<file path="config.mk">
export PLATFORM = sky130hd
export DESIGN_NAME = virtio_notify_sched
export DESIGN_NICKNAME = d
export VERILOG_FILES = /design/src/rtl/virtio_notify_sched.sv
export SDC_FILE = /design/constraint.sdc
export NUM_CORES = 1
export LEC_CHECK = 0
export BUFFER_PORTS_ARGS = -buffer_cell sky130_fd_sc_hd__clkbuf_2
export CAP_MARGIN = 0
export CORE_AREA = 8 8 82 84
export DETAILED_ROUTE_END_ITERATION = 8
export DIE_AREA = 0 0 90 92
export HOLD_SLACK_MARGIN = 0.05
export PLACE_DENSITY = 0.66
export SLEW_MARGIN = 20
export SYNTH_ARGS = -nofsm -noshare
export SYNTH_HDL_FRONTEND = slang
export SYNTH_SLANG_ARGS = --single-unit
</file>
<file path="constraint.sdc">
create_clock -name clk -period 1.9 [get_ports clk]
set_input_delay 0 -clock clk [delete_from_list [all_inputs] [get_ports clk]]
set_output_delay 0 -clock clk [all_outputs]
set_load 0.02 [all_outputs]
</file>
<file path="src/rtl/virtio_notify_sched.sv">
// Virtqueue notification scheduler: per-queue pending/busy tracking and a
// round-robin, never-withdrawn grant offer towards the DMA thread engine.
module virtio_notify_sched #(
  parameter int unsigned NUM_QUEUES = 3,
  parameter int unsigned QIDX_W     = 16,
  parameter int unsigned GIDX_W     = $clog2(NUM_QUEUES)
) (
  input  logic                  clk,
  input  logic                  csr_rst,
  input  logic                  notify_valid,
  input  logic [QIDX_W-1:0]     notify_qidx,
  input  logic [NUM_QUEUES-1:0] queue_enable,
  output logic                  grant_valid,
  output logic [GIDX_W-1:0]     grant_qidx,
  input  logic                  grant_ready,
  input  logic                  done_valid,
  input  logic [QIDX_W-1:0]     done_qidx,
  output logic [NUM_QUEUES-1:0] pending,
  output logic [NUM_QUEUES-1:0] busy,
  output logic                  err_pulse,
  output logic [31:0]           grant_count
);

  typedef enum logic {StIdle, StOffer} state_e;

  state_e                  state_q, state_d;
  logic [NUM_QUEUES-1:0]   pending_q, pending_d;
  logic [NUM_QUEUES-1:0]   busy_q, busy_d;
  logic [GIDX_W-1:0]       grant_qidx_q, grant_qidx_d;
  logic [GIDX_W-1:0]       rr_ptr_q, rr_ptr_d;
  logic [31:0]             count_q, count_d;
  logic                    err_q, err_d;

  logic                    notify_hit, done_hit, handshake;
  logic [GIDX_W-1:0]       notify_idx, done_idx;
  logic [NUM_QUEUES-1:0]   notify_set, done_clr, hs_set, eligible;
  logic                    found;
  logic [GIDX_W-1:0]       pick;

  assign notify_hit = notify_valid && (notify_qidx < QIDX_W'(NUM_QUEUES));
  assign done_hit   = done_valid && (done_qidx < QIDX_W'(NUM_QUEUES));
  assign notify_idx = notify_qidx[GIDX_W-1:0];
  assign done_idx   = done_qidx[GIDX_W-1:0];
  assign handshake  = (state_q == StOffer) && grant_ready;
  assign eligible   = pending_q & ~busy_q & queue_enable;

  // Decode the per-queue set/clear strobes for this cycle.
  always_comb begin
    notify_set = '0;
    done_clr   = '0;
    hs_set     = '0;
    for (int q = 0; q < NUM_QUEUES; q++) begin
      if (notify_hit && notify_idx == GIDX_W'(q) && queue_enable[q]) notify_set[q] = 1'b1;
      if (done_hit && done_idx == GIDX_W'(q) && busy_q[q])           done_clr[q]   = 1'b1;
      if (handshake && grant_qidx_q == GIDX_W'(q))                   hs_set[q]     = 1'b1;
    end
  end

  // Set beats clear on pending; disable masks pending but leaves busy alone.
  assign pending_d = ((pending_q & ~hs_set) | notify_set) & queue_enable;
  assign busy_d    = (busy_q & ~done_clr) | hs_set;
  assign err_d     = (notify_valid && (notify_set == '0)) || (done_valid && (done_clr == '0));

  // Round-robin pick: first eligible at or above rr_ptr, else first from zero.
  always_comb begin
    found = 1'b0;
    pick  = '0;
    for (int q = 0; q < NUM_QUEUES; q++) begin
      if (!found && eligible[q] && GIDX_W'(q) >= rr_ptr_q) begin
        found = 1'b1;
        pick  = GIDX_W'(q);
      end
    end
    for (int q = 0; q < NUM_QUEUES; q++) begin
      if (!found && eligible[q]) begin
        found = 1'b1;
        pick  = GIDX_W'(q);
      end
    end
  end

  always_comb begin
    state_d      = state_q;
    grant_qidx_d = grant_qidx_q;
    rr_ptr_d     = rr_ptr_q;
    count_d      = count_q;
    unique case (state_q)
      StIdle: begin
        if (found) begin
          grant_qidx_d = pick;
          state_d      = StOffer;
        end
      end
      StOffer: begin
        if (grant_ready) begin
          state_d  = StIdle;
          rr_ptr_d = (grant_qidx_q == GIDX_W'(NUM_QUEUES - 1)) ? '0 : grant_qidx_q + 1'b1;
          count_d  = count_q + 32'd1;
        end
      end
      default: state_d = StIdle;
    endcase
  end

  always_ff @(posedge clk or posedge csr_rst) begin
    if (csr_rst) begin
      state_q      <= StIdle;
      pending_q    <= '0;
      busy_q       <= '0;
      grant_qidx_q <= '0;
      rr_ptr_q     <= '0;
      count_q      <= '0;
      err_q        <= 1'b0;
    end else begin
      state_q      <= state_d;
      pending_q    <= pending_d;
      busy_q       <= busy_d;
      grant_qidx_q <= grant_qidx_d;
      rr_ptr_q     <= rr_ptr_d;
      count_q      <= count_d;
      err_q        <= err_d;
    end
  end

  assign grant_valid = (state_q == StOffer);
  assign grant_qidx  = grant_qidx_q;
  assign pending     = pending_q;
  assign busy        = busy_q;
  assign err_pulse   = err_q;
  assign grant_count = count_q;

endmodule

</file>
==> results of run 1 <==
[flip-flops by register name, summed over array words and instances, names as in the netlist]
signal	count
busy	3
grant_count	32
rr_ptr_q	2
pending	3
err_pulse	1
grant_qidx	2
grant_valid	1
[cells in the final DEF, fill, tap and decap left out, types with 2 or more instances in the layout]
cell	instances
nand4_1	8
nand2b_1	4
and2_1	2
xnor2_1	24
a21o_1	2
nor4_1	4
o21a_1	2
mux2i_1	2
and3_1	3
dlygate4sd3_1	8
dfrtp_1	44
a211o_1	2
nor2_1	16
nor3_1	2
and4_1	2
o31ai_1	2
clkbuf_2	81
nor3_4	2
nand3_1	9
buf_4	15
xor2_1	7
or3_1	2
or4_1	3
inv_1	7
nand4_2	2
a21boi_0	2
a31oi_1	2
clkbuf_1	2
o21ai_0	6
clkbuf_8	6
nand2_1	25
nand3b_1	3
[layout make-up]
class                           count  area (sq um)
Sequential cell                    44          1101
Inverter                            8         30.03
Clock buffer                        8         90.09
Multi-Input combinational cell    148         973.4
Fill cell                         517          2522
Timing Repair Buffer              104         598.1
Tap cell                           72         90.09
[critical path, cell delays in order, from the launching register on]
cell and delay [ns]:
dfrtp_1 0.37, nand4_2 0.15, or4_4 0.58, nor3_4 0.28
nand4_1 0.15, xnor2_1 0.14
[cell families after synthesis]
logic type,count (synthesis),share of synthesized area
mux,3,0.01479
flops,44,0.5207
fa+ha+maj,1,0.005916
xor+xnor,31,0.1284
simple gates,92,0.2408
compound gates,21,0.06923
buf+inv,10,0.02012
[metal layers]
metal	vias to the layer above	wire length, um	track usage
li1	922	-	-
met1	883	2249	0.1506
met2	53	2433	0.2160
met3	7	328	0.04482
met4	0	95	0.05687
met5	-	0	0
[where the power goes]
group          switching [mW]  leakage [nW]  internal, mW
clock                   0.307        0.0455         0.297
combinational           0.167         0.857         0.144
sequential             0.0609         0.590         0.990
total                   0.535          1.49          1.43
[what timing repair did]
item,in CTS,in global routing
endpoints found under the setup margin,0,6
endpoints found under the hold margin,50,0
resized for setup,0,1
buffers inserted,0,2
hold buffers,8,0
[how the worst max path moves through the flow]
stage | from | to | slack [ns]
floorplan | grant_count[4] | grant_count[28] | 0.02
CTS | grant_count[6] | grant_count[26] | 0.09
global route | grant_count[17] | grant_count[29] | 0.002
finish | grant_count[14] | grant_count[29] | 0.14
global placement | grant_count[6] | grant_count[28] | 0.14
detailed placement | grant_count[6] | grant_count[26] | 0.1
[per-stage QoR]
stage / std cells / utilization / hold WS, ns / area, sq um
4_1_cts: 382 / 0.5301 / 0.05327 / 2865
3_3_place_gp: 366 / 0.4986 / 0.1479 / 2695
5_1_grt: 384 / 0.5333 / 0.07295 / 2883
2_1_floorplan: 202 / - / 0.1286 / 2115
3_5_place_dp: 366 / 0.4986 / 0.1588 / 2695
6_report: 384 / 0.5333 / 0.04444 / 2883
==> results by group, run 1 <==
Status
  – Status: finished, final reports clean

Synthesis
  – Fraction of registers with async set/reset: 1.000
  – Cell taking the most area after synthesis: dfrtp_1
  – Syn nets: 243
  – Post-synthesis sequential area ratio: 0.5207
  – Synth top area share: 0.5207
  – YS warnings: 0
  – Count leader, synth: dfrtp_1
  – Netlist cell types: 38
  – EDFF count, synth: 0
  – #FFs+latches synth: 44
  – Mapped Area: 2115 sq um
  – Syn Area/Cell: 10.47 sq um
  – Top cells by count, synth: dfrtp_1, nand2_1, xnor2_1
  – Mapped Cells: 202
  – Top area cells in the synthesized netlist: dfrtp_1, xnor2_1, nand2_1
  – Post-synth top flop: dfrtp_1

Timing
  – TNS Setup: 0 ns
  – Final worst path period share: 0.9284
  – Final hold violations: 0
  – Max Clk Rate: 566.9 MHz
  – Setup WS post-layout: 0.1360 ns
  – Endpoints failing setup: 0
  – Worst slew pin tran: 0.5415 ns
  – Slew headroom: 0.6390
  – Max-slew violation count: 0
  – RSZ-0062 raised after global routing: no
  – Min cycle time layout: 1.764 ns
  – Clock Skews: 0.006223 ns

Die
  – Boundary Pins: 82
  – Die footprint: 8280 sq um
  – Num rows: 27
  – Core area: 5405 sq um
  – Starting density of the core: 0.3912
  – Chip height: 92 um
  – DIE WIDTH: 90 um

Power and ir drop
  – Worst vdd ir: 0.4325 mV
  – P_leak: 1.492 nW
  – Power Density: 681.9 nW/um^2
  – Final Power: 1.966 mW

Global route
  – Vias in the first global route: 1957
  – Initial antenna violation count: 0
  – Overflow left after global routing: 0
  – Global-route wire length before repair: 8970 um
  – Gr usage total: 0.1305
  – Largest net degree at the start of global routing: 45

Setup path
  – CP Class: flip-flop to flip-flop
  – Reg-to-reg startpoint: grant_count[14]
  – Critical Path Sink Type: flip-flop
  – Flop2flop setup slack: 0.14 ns
  – Worst flop-to-flop path endpoint: grant_count[29]
  – Max FO, Critical Path: 5
  – Worst EP arrival: 1.95 ns
  – CP Data Required Time: 2.08 ns
  – Reg2reg path depth: 5
  – Crit start category: flip-flop

Clock network
  – CTS tree: yes
  – CTS H-tree lvls: 2
  – CTS Buf Count: 5
  – Reg clk slew, reported paths: 0.08 ns
  – Root Buffer: clkbuf_8
  – Worst-skew pair later-pin latency: 0.29 ns
  – Longest Clk Path Bufs: 2
  – CTS sink count: 44

Final layout
  – Antenna diodes: 0
  – Nets: 352
  – Layout cells sized above 1: 0.3558
  – Syn-to-layout area delta: 36.33%

Detailed routing
  – Vias: 1865
  – Post-route ant nets: 0
  – DR DRC count: 0
  – DRT iter0 DRCs: 43
  – Initial DRT Pass Iterations: 4
  – Vias per Instance: 4.857
  – Drt wl/cell: 13.30 um
  – Routed wire length: 5107 um

Worst hold path
  – WHS Path Cells: 3
  – Hold Path Class: primary input to flip-flop
  – Min-Delay Startpoint: grant_ready
  – Worst Hold End: grant_count[2]

Placed design
  – Number of port buffers: 81
  – Worst slack at placement: 0.09628 ns
  – Routability Congestion: 0.7610
  – Post-DP HPWL: 4009 um

Job
  – Max-cap violations: 0
No activity file was read; power rests on OpenSTA's default activity.
==> inputs of run 2 (changes only) <==
--- a/config.mk
+++ b/config.mk
@@ -5,13 +5,13 @@
 export SDC_FILE = /design/constraint.sdc
 export NUM_CORES = 1
 export LEC_CHECK = 0
+export ABC_AREA = 1
 export BUFFER_PORTS_ARGS = -buffer_cell sky130_fd_sc_hd__clkbuf_2
 export CAP_MARGIN = 0
-export CORE_AREA = 8 8 82 84
+export CORE_AREA = 8 8 88 90
 export DETAILED_ROUTE_END_ITERATION = 8
-export DIE_AREA = 0 0 90 92
+export DIE_AREA = 0 0 96 98
 export HOLD_SLACK_MARGIN = 0.05
-export PLACE_DENSITY = 0.66
 export SLEW_MARGIN = 20
 export SYNTH_ARGS = -nofsm -noshare
 export SYNTH_HDL_FRONTEND = slang
==> run 2 against run 1 <==
Critical path depth rose by 6. Synthesized cell count rose by 46%. Global-route usage rose by 1.0 points. Area after synthesis rose by 16%. Sequential cell count did not move. Hold slack improved by 0.019 ns. Design area rose by 11%. Critical path type is now primary input to flip-flop. Largest cell class is now multi-input combinational cells.
==> results by group, run 2 <==
Final layout
  – Commonest non-fill, non-tap cell in the layout: clkbuf_2
  – Fillers: 627
  – Register Area: 1101 sq um
  – Non-Filler Instances: 479
  – Max reg flops: 32
  – Syn-to-layout area delta: 30.77%
  – Nets: 439
  – Layout Utilization: 0.4921
  – Layout cells sized above 1: 0.3008
  – Multi-input gate area: 1236 sq um
  – Commonest non-fill, non-tap cells in the layout: clkbuf_2, nand2_1, dfrtp_1
  – Antenna diodes: 0

Setup path
  – Flop2flop setup slack: 0.14 ns
  – CP Data Required Time: 2.08 ns
  – Worst EP arrival: 1.98 ns
  – CP Class: primary input to flip-flop
  – Crit start category: primary input
  – Reg-to-reg startpoint: grant_valid
  – Worst flop-to-flop path endpoint: pending[0]
  – Max FO, Critical Path: 4
  – Reg2reg path depth: 6
  – Critical Path Sink Type: flip-flop

Detailed routing
  – Routed wire length: 6193 um
  – Drt wl/cell: 12.93 um
  – Vias: 2249
  – Initial DRT Pass Iterations: 4
  – DRT iter0 DRCs: 94
  – Vias per Instance: 4.695
  – Post-route ant nets: 0
  – DR DRC count: 0

Synthesis
  – Synth top area share: 0.4506
  – #FFs+latches synth: 44
  – YS warnings: 0
  – Mapped Cells: 295
  – Top cells by count, synth: nand2_1, dfrtp_1, nor2_1
  – Top area cells in the synthesized netlist: dfrtp_1, nand2_1, nor2_1
  – Post-synthesis sequential area ratio: 0.4506
  – Post-synth top flop: dfrtp_1
  – Mapped Area: 2444 sq um
  – Fraction of registers with async set/reset: 1.000
  – EDFF count, synth: 0
  – Netlist cell types: 25
  – Syn nets: 336
  – Count leader, synth: nand2_1
  – Cell taking the most area after synthesis: dfrtp_1
  – Syn Area/Cell: 8.283 sq um

Die
  – Num rows: 30
  – Starting density of the core: 0.3763
  – Boundary Pins: 82
  – Die footprint: 9408 sq um
  – Core area: 6494 sq um
  – Chip height: 98 um
  – DIE WIDTH: 96 um

Power and ir drop
  – Combinational group share of total power: 0.079
  – Power Density: 536.9 nW/um^2
  – P_leak: 1.687 nW
  – Sw power: 408.8 uW
  – Clk pwr share: 0.363
  – Final Power: 1.716 mW
  – Worst vdd ir: 0.2527 mV
  – Switching share of power: 0.2383
  – Seq pwr share: 0.558
  – Int Power: 1.307 mW

Global route
  – Initial antenna violation count: 0
  – Global-route wire length before repair: 10650 um
  – Overflow left after global routing: 0
  – Largest net degree at the start of global routing: 19
  – Gr usage total: 0.1405
  – Vias in the first global route: 2256

Worst hold path
  – Worst Hold End: pending[1]
  – Hold Path Class: primary input to flip-flop
  – WHS Path Cells: 6
  – Min-Delay Startpoint: notify_qidx[5]

Timing
  – Clock Skews: 0.01110 ns
  – Final worst path period share: 0.9456
  – Setup WS post-layout: 0.1034 ns
  – Final hold violations: 0
  – Slew headroom: 0.5713
  – Endpoints failing setup: 0
  – Min cycle time layout: 1.797 ns
  – Max-slew violation count: 0
  – Worst hold slack: 0.06343 ns
  – Worst slew pin tran: 0.6391 ns
  – Max Clk Rate: 556.6 MHz

Clock network
  – CTS sink count: 44
  – Reg clk slew, reported paths: 0.08 ns
  – CTS tree: yes
  – Worst-skew pair later-pin latency: 0.30 ns
  – Longest Clk Path Bufs: 2
  – CTS Buf Count: 5
  – CTS H-tree lvls: 2
  – Root Buffer: clkbuf_8

Placed design
  – Number of port buffers: 81
  – Placed insts: 459
  – Post-DP HPWL: 5019 um
  – Routability Congestion: 0.8189
  – Worst slack at placement: 0.2417 ns

Status
  – Status: finished, final reports clean

Job
  – Max-cap violations: 0
==> run 2: changes by cell type after synthesis, sizes merged, moves of 3 or more <==
cell / delta
a21oi: +3
nand2b: -4
o21ai: +3
xor2: +8
nor4: -4
inv: +23
nand2: +50
and3: -3
or4: -4
xnor2: -12
nor2: +33
nor3: +7
nand3: +16
==> run 2: worst max-delay path: stages <==
cell and delay, ns:
dlygate4sd3_1 0.54, clkbuf_2 0.14, nand2_1 0.07, nand2_1 0.06, nor2_2 0.14, nand3_2 0.11, nor2_2 0.16, nand3_1 0.08
nand3_1 0.10, nand2_1 0.05, dlygate4sd3_1 0.55
==> run 2: worst max-delay path by stage <==
stage / from / endpoint / depth (start not counted)
5_1_grt: done_qidx[1] / err_pulse / 11
3_3_place_gp: grant_count[0] / grant_count[26] / 9
3_5_place_dp: grant_count[0] / grant_count[26] / 9
6_report: done_qidx[1] / err_pulse / 11
2_1_floorplan: grant_count[0] / grant_count[26] / 9
4_1_cts: done_qidx[0] / err_pulse / 11
==> run 2: power by group through the flow <==
stage	Sequential, mW	Clock (mW)	Combinational (mW)
final	0.958	0.623	0.135
after CTS	0.958	0.641	0.138
after global routing	0.960	0.688	0.155
after floorplan	0.985	0	0.0446
after global placement	0.976	0	0.121
after detailed placement	0.977	0	0.124
==> run 2: final cells by class <==
class | instances | area share
repair buffers | 96 | 0.1715
clock buffers | 7 | 0.02702
inverters | 31 | 0.03641
flip-flops and latches | 44 | 0.3446
clock inverters | 1 | 0.002349
well taps | 80 | 0.03132
multi-input cells | 220 | 0.3868
==> run 2: cell families (layout without fill, tap and decap cells) <==
family	Yosys count	count (layout)	share of synthesized area
fa+ha+maj	1	1	0.005120
xor+xnor	27	27	0.09985
simple gates	179	179	0.3682
flops	44	44	0.4506
compound gates	13	13	0.02867
buf+inv	31	135	0.04762
==> run 2: timing repair <==
action                     in CTS  in global routing
buffers inserted                0                  2
setup endpoints to repair       0                  1
hold endpoints to repair       23                  0
hold buffers                   11                  0
resized for setup               0                  3
==> run 2: through the flow <==
step | TNS (ns) | area, sq um
6_report | 0 | 3196
3_3_place_gp | 0 | 2972
2_1_floorplan | 0 | 2444
4_1_cts | 0 | 3176
5_1_grt | -0.03402 | 3196
3_5_place_dp | 0 | 2972
==> run 2: metal layers <==
layer / global-route usage / share of wire / vias up
met5: 0 / 0 / -
met4: 0.04615 / 0.014 / 0
met3: 0.03684 / 0.059 / 8
met2: 0.2160 / 0.47 / 57
met1: 0.1844 / 0.46 / 1037
li1: - / - / 1147
==> inputs of run 3 (changes only) <==
--- a/config.mk
+++ b/config.mk
@@ -8,9 +8,9 @@
 export ABC_AREA = 1
 export BUFFER_PORTS_ARGS = -buffer_cell sky130_fd_sc_hd__clkbuf_2
 export CAP_MARGIN = 0
-export CORE_AREA = 8 8 88 90
+export CORE_AREA = 2 2 82 84
 export DETAILED_ROUTE_END_ITERATION = 8
-export DIE_AREA = 0 0 96 98
+export DIE_AREA = 0 0 84 86
 export HOLD_SLACK_MARGIN = 0.05
 export SLEW_MARGIN = 20
 export SYNTH_ARGS = -nofsm -noshare
==> run 3 against run 2 <==
Largest power group unchanged. Clock skew is 0.0047 ns lower. Design area is 0.55% lower. Critical path depth stayed put. Die area is 23% lower. Highest routed layer unchanged. Register-to-register slack better by 0.03 ns. Non-clock buffer count is 2 lower. Maximum frequency is 2.4% higher. Utilization is 1.4 points higher. Count of clock-buffer cells in the layout is 1 higher.
==> results by group, run 3 (same netlist as run 2, synthesis figures left out) <==
Setup path
  – CP Class: primary input to flip-flop
  – Crit path cell chain: dlygate4sd3_1 -> clkbuf_2 -> nand2_1 -> nand2_1 -> nor2_2 -> nand3_2 -> nor2_2 -> nand3_1 -> nand3_1 -> nand2_1 -> dlygate4sd3_1
  – Number of buffers and inverters on the critical path: 3
  – CP top delay family: buffers and inverters
  – Crit start category: primary input
  – Biggest cell delay along the critical path: 0.55 ns
  – CP Data Required Time: 2.08 ns
  – Reg-to-reg startpoint: grant_valid
  – Slowest cell on crit path: dlygate4sd3_1
  – Worst path most repeated cell: nand2_1
  – Worst setup path startpoint: done_qidx[1]
  – Critical Path Sink Type: flip-flop
  – Max FO, Critical Path: 4
  – Worst EP arrival: 1.93 ns

Job
  – Max-cap violations: 0

Die
  – Core area: 6277 sq um
  – Num rows: 29
  – Chip height: 86 um
  – Boundary Pins: 82
  – Starting density of the core: 0.3893
  – DIE WIDTH: 84 um
  – Die footprint: 7224 sq um

Power and ir drop
  – Power Density: 533.2 nW/um^2
  – P_leak: 1.678 nW
  – Worst vdd ir: 0.2895 mV

Detailed routing
  – DR DRC count: 0
  – Post-route ant nets: 0
  – DRT iter0 DRCs: 74
  – Routed wire length: 5606 um
  – Drt wl/cell: 11.83 um
  – Vias per Instance: 4.724
  – Initial DRT Pass Iterations: 5
  – Vias: 2239

Worst hold path
  – Min-Delay Startpoint: notify_qidx[5]
  – Hold Path Class: primary input to flip-flop

Clock network
  – Root Buffer: clkbuf_8
  – Worst-skew pair later-pin latency: 0.29 ns
  – CTS H-tree lvls: 2
  – CTS Buf Count: 5
  – CTS tree: yes
  – Longest Clk Path Bufs: 2
  – CTS sink count: 44
  – Reg clk slew, reported paths: 0.07 ns

Placed design
  – Number of port buffers: 81
  – Routability Congestion: 0.8087
  – Placed insts: 455
  – Post-DP HPWL: 4399 um

Global route
  – Initial antenna violation count: 0
  – Overflow left after global routing: 0
  – Largest net degree at the start of global routing: 45
  – Vias in the first global route: 2247
  – Global-route wire length before repair: 9894 um
  – Gr usage total: 0.1671

Timing
  – Min cycle time layout: 1.754 ns
  – Worst slew pin tran: 0.5519 ns
  – Worst hold slack: 0.06171 ns
  – Max-slew violation count: 0
  – Final worst path period share: 0.9234
  – TNS Setup: 0 ns
  – Clock Skews: 0.006399 ns
  – Slew headroom: 0.6321
  – Endpoints failing setup: 0
  – Final hold violations: 0
  – Max Clk Rate: 570.0 MHz
  – RSZ-0062 raised after global routing: no

Final layout
  – Max reg flops: 32
  – Layout Utilization: 0.5063
  – Layout cells sized above 1: 0.2972
  – Register Area: 1101 sq um
  – Multi-input gate area: 1241 sq um
  – Commonest non-fill, non-tap cells in the layout: clkbuf_2, nand2_1, dfrtp_1
  – Nets: 437
  – Antenna diodes: 0
  – Fillers: 630
  – Syn-to-layout area delta: 30.06%
  – Non-Filler Instances: 474
  – Commonest non-fill, non-tap cell in the layout: clkbuf_2

Status
  – Status: finished, final reports clean
run 3: power by group:
part           switching [mW]  internal [mW]
combinational          0.0695         0.0622
sequential             0.0105          0.947
clock                   0.308          0.297
total                   0.388           1.31
run 3: final timing paths:
check	depth (start not counted)	slack [ns]	endpoint
setup / recovery	11	0.15	err_pulse
min in group asynchronous	4	0.36	grant_count[2]
setup reg to reg	6	0.17	pending[0]
hold / removal	6	0.06	pending[1]
hold reg to reg	2	0.51	busy[2]
max in group asynchronous	4	1.16	rr_ptr_q[1]
run 3: area by class of cell:
cell class | instances | area share
sequential | 44 | 0.3465
clock buffer | 8 | 0.02835
tap | 77 | 0.03031
multi-input combinational | 220 | 0.3906
inverter | 31 | 0.03661
timing repair buffer | 94 | 0.1677
run 3: worst register-to-register path: stages, from the launching register on:
cell and delay (ns):
dfrtp_1 0.41, nand2_4 0.13, inv_1 0.20, nand3_1 0.17, nand3_1 0.10, nand2_1 0.05, dlygate4sd3_1 0.54
run 3: metal layers:
layer | GRT usage | vias to the layer above | routed length [um]
li1 | - | 1149 | -
met4 | 0.04106 | 0 | 61
met3 | 0.03080 | 7 | 243
met5 | 0 | - | 0
met1 | 0.2144 | 1029 | 2621
met2 | 0.2931 | 54 | 2680
run 3: what timing repair did:
action                     CTS  global route
gates resized for setup      0             4
setup buffers                0             1
hold buffers                11             0
setup endpoints to repair    0             1
hold endpoints to repair    51             0
run 3: metrics by stage:
stage / worst slack (ns) / instance area [sq um] / power (mW)
after floorplan: 0.2148 / 2444 / 1.029
after global placement: 0.3094 / 2960 / 1.095
after detailed placement: 0.2243 / 2960 / 1.097
after CTS: 0.07827 / 3161 / 1.717
after global routing: 0.02390 / 3178 / 1.776
final: 0.1456 / 3178 / 1.694
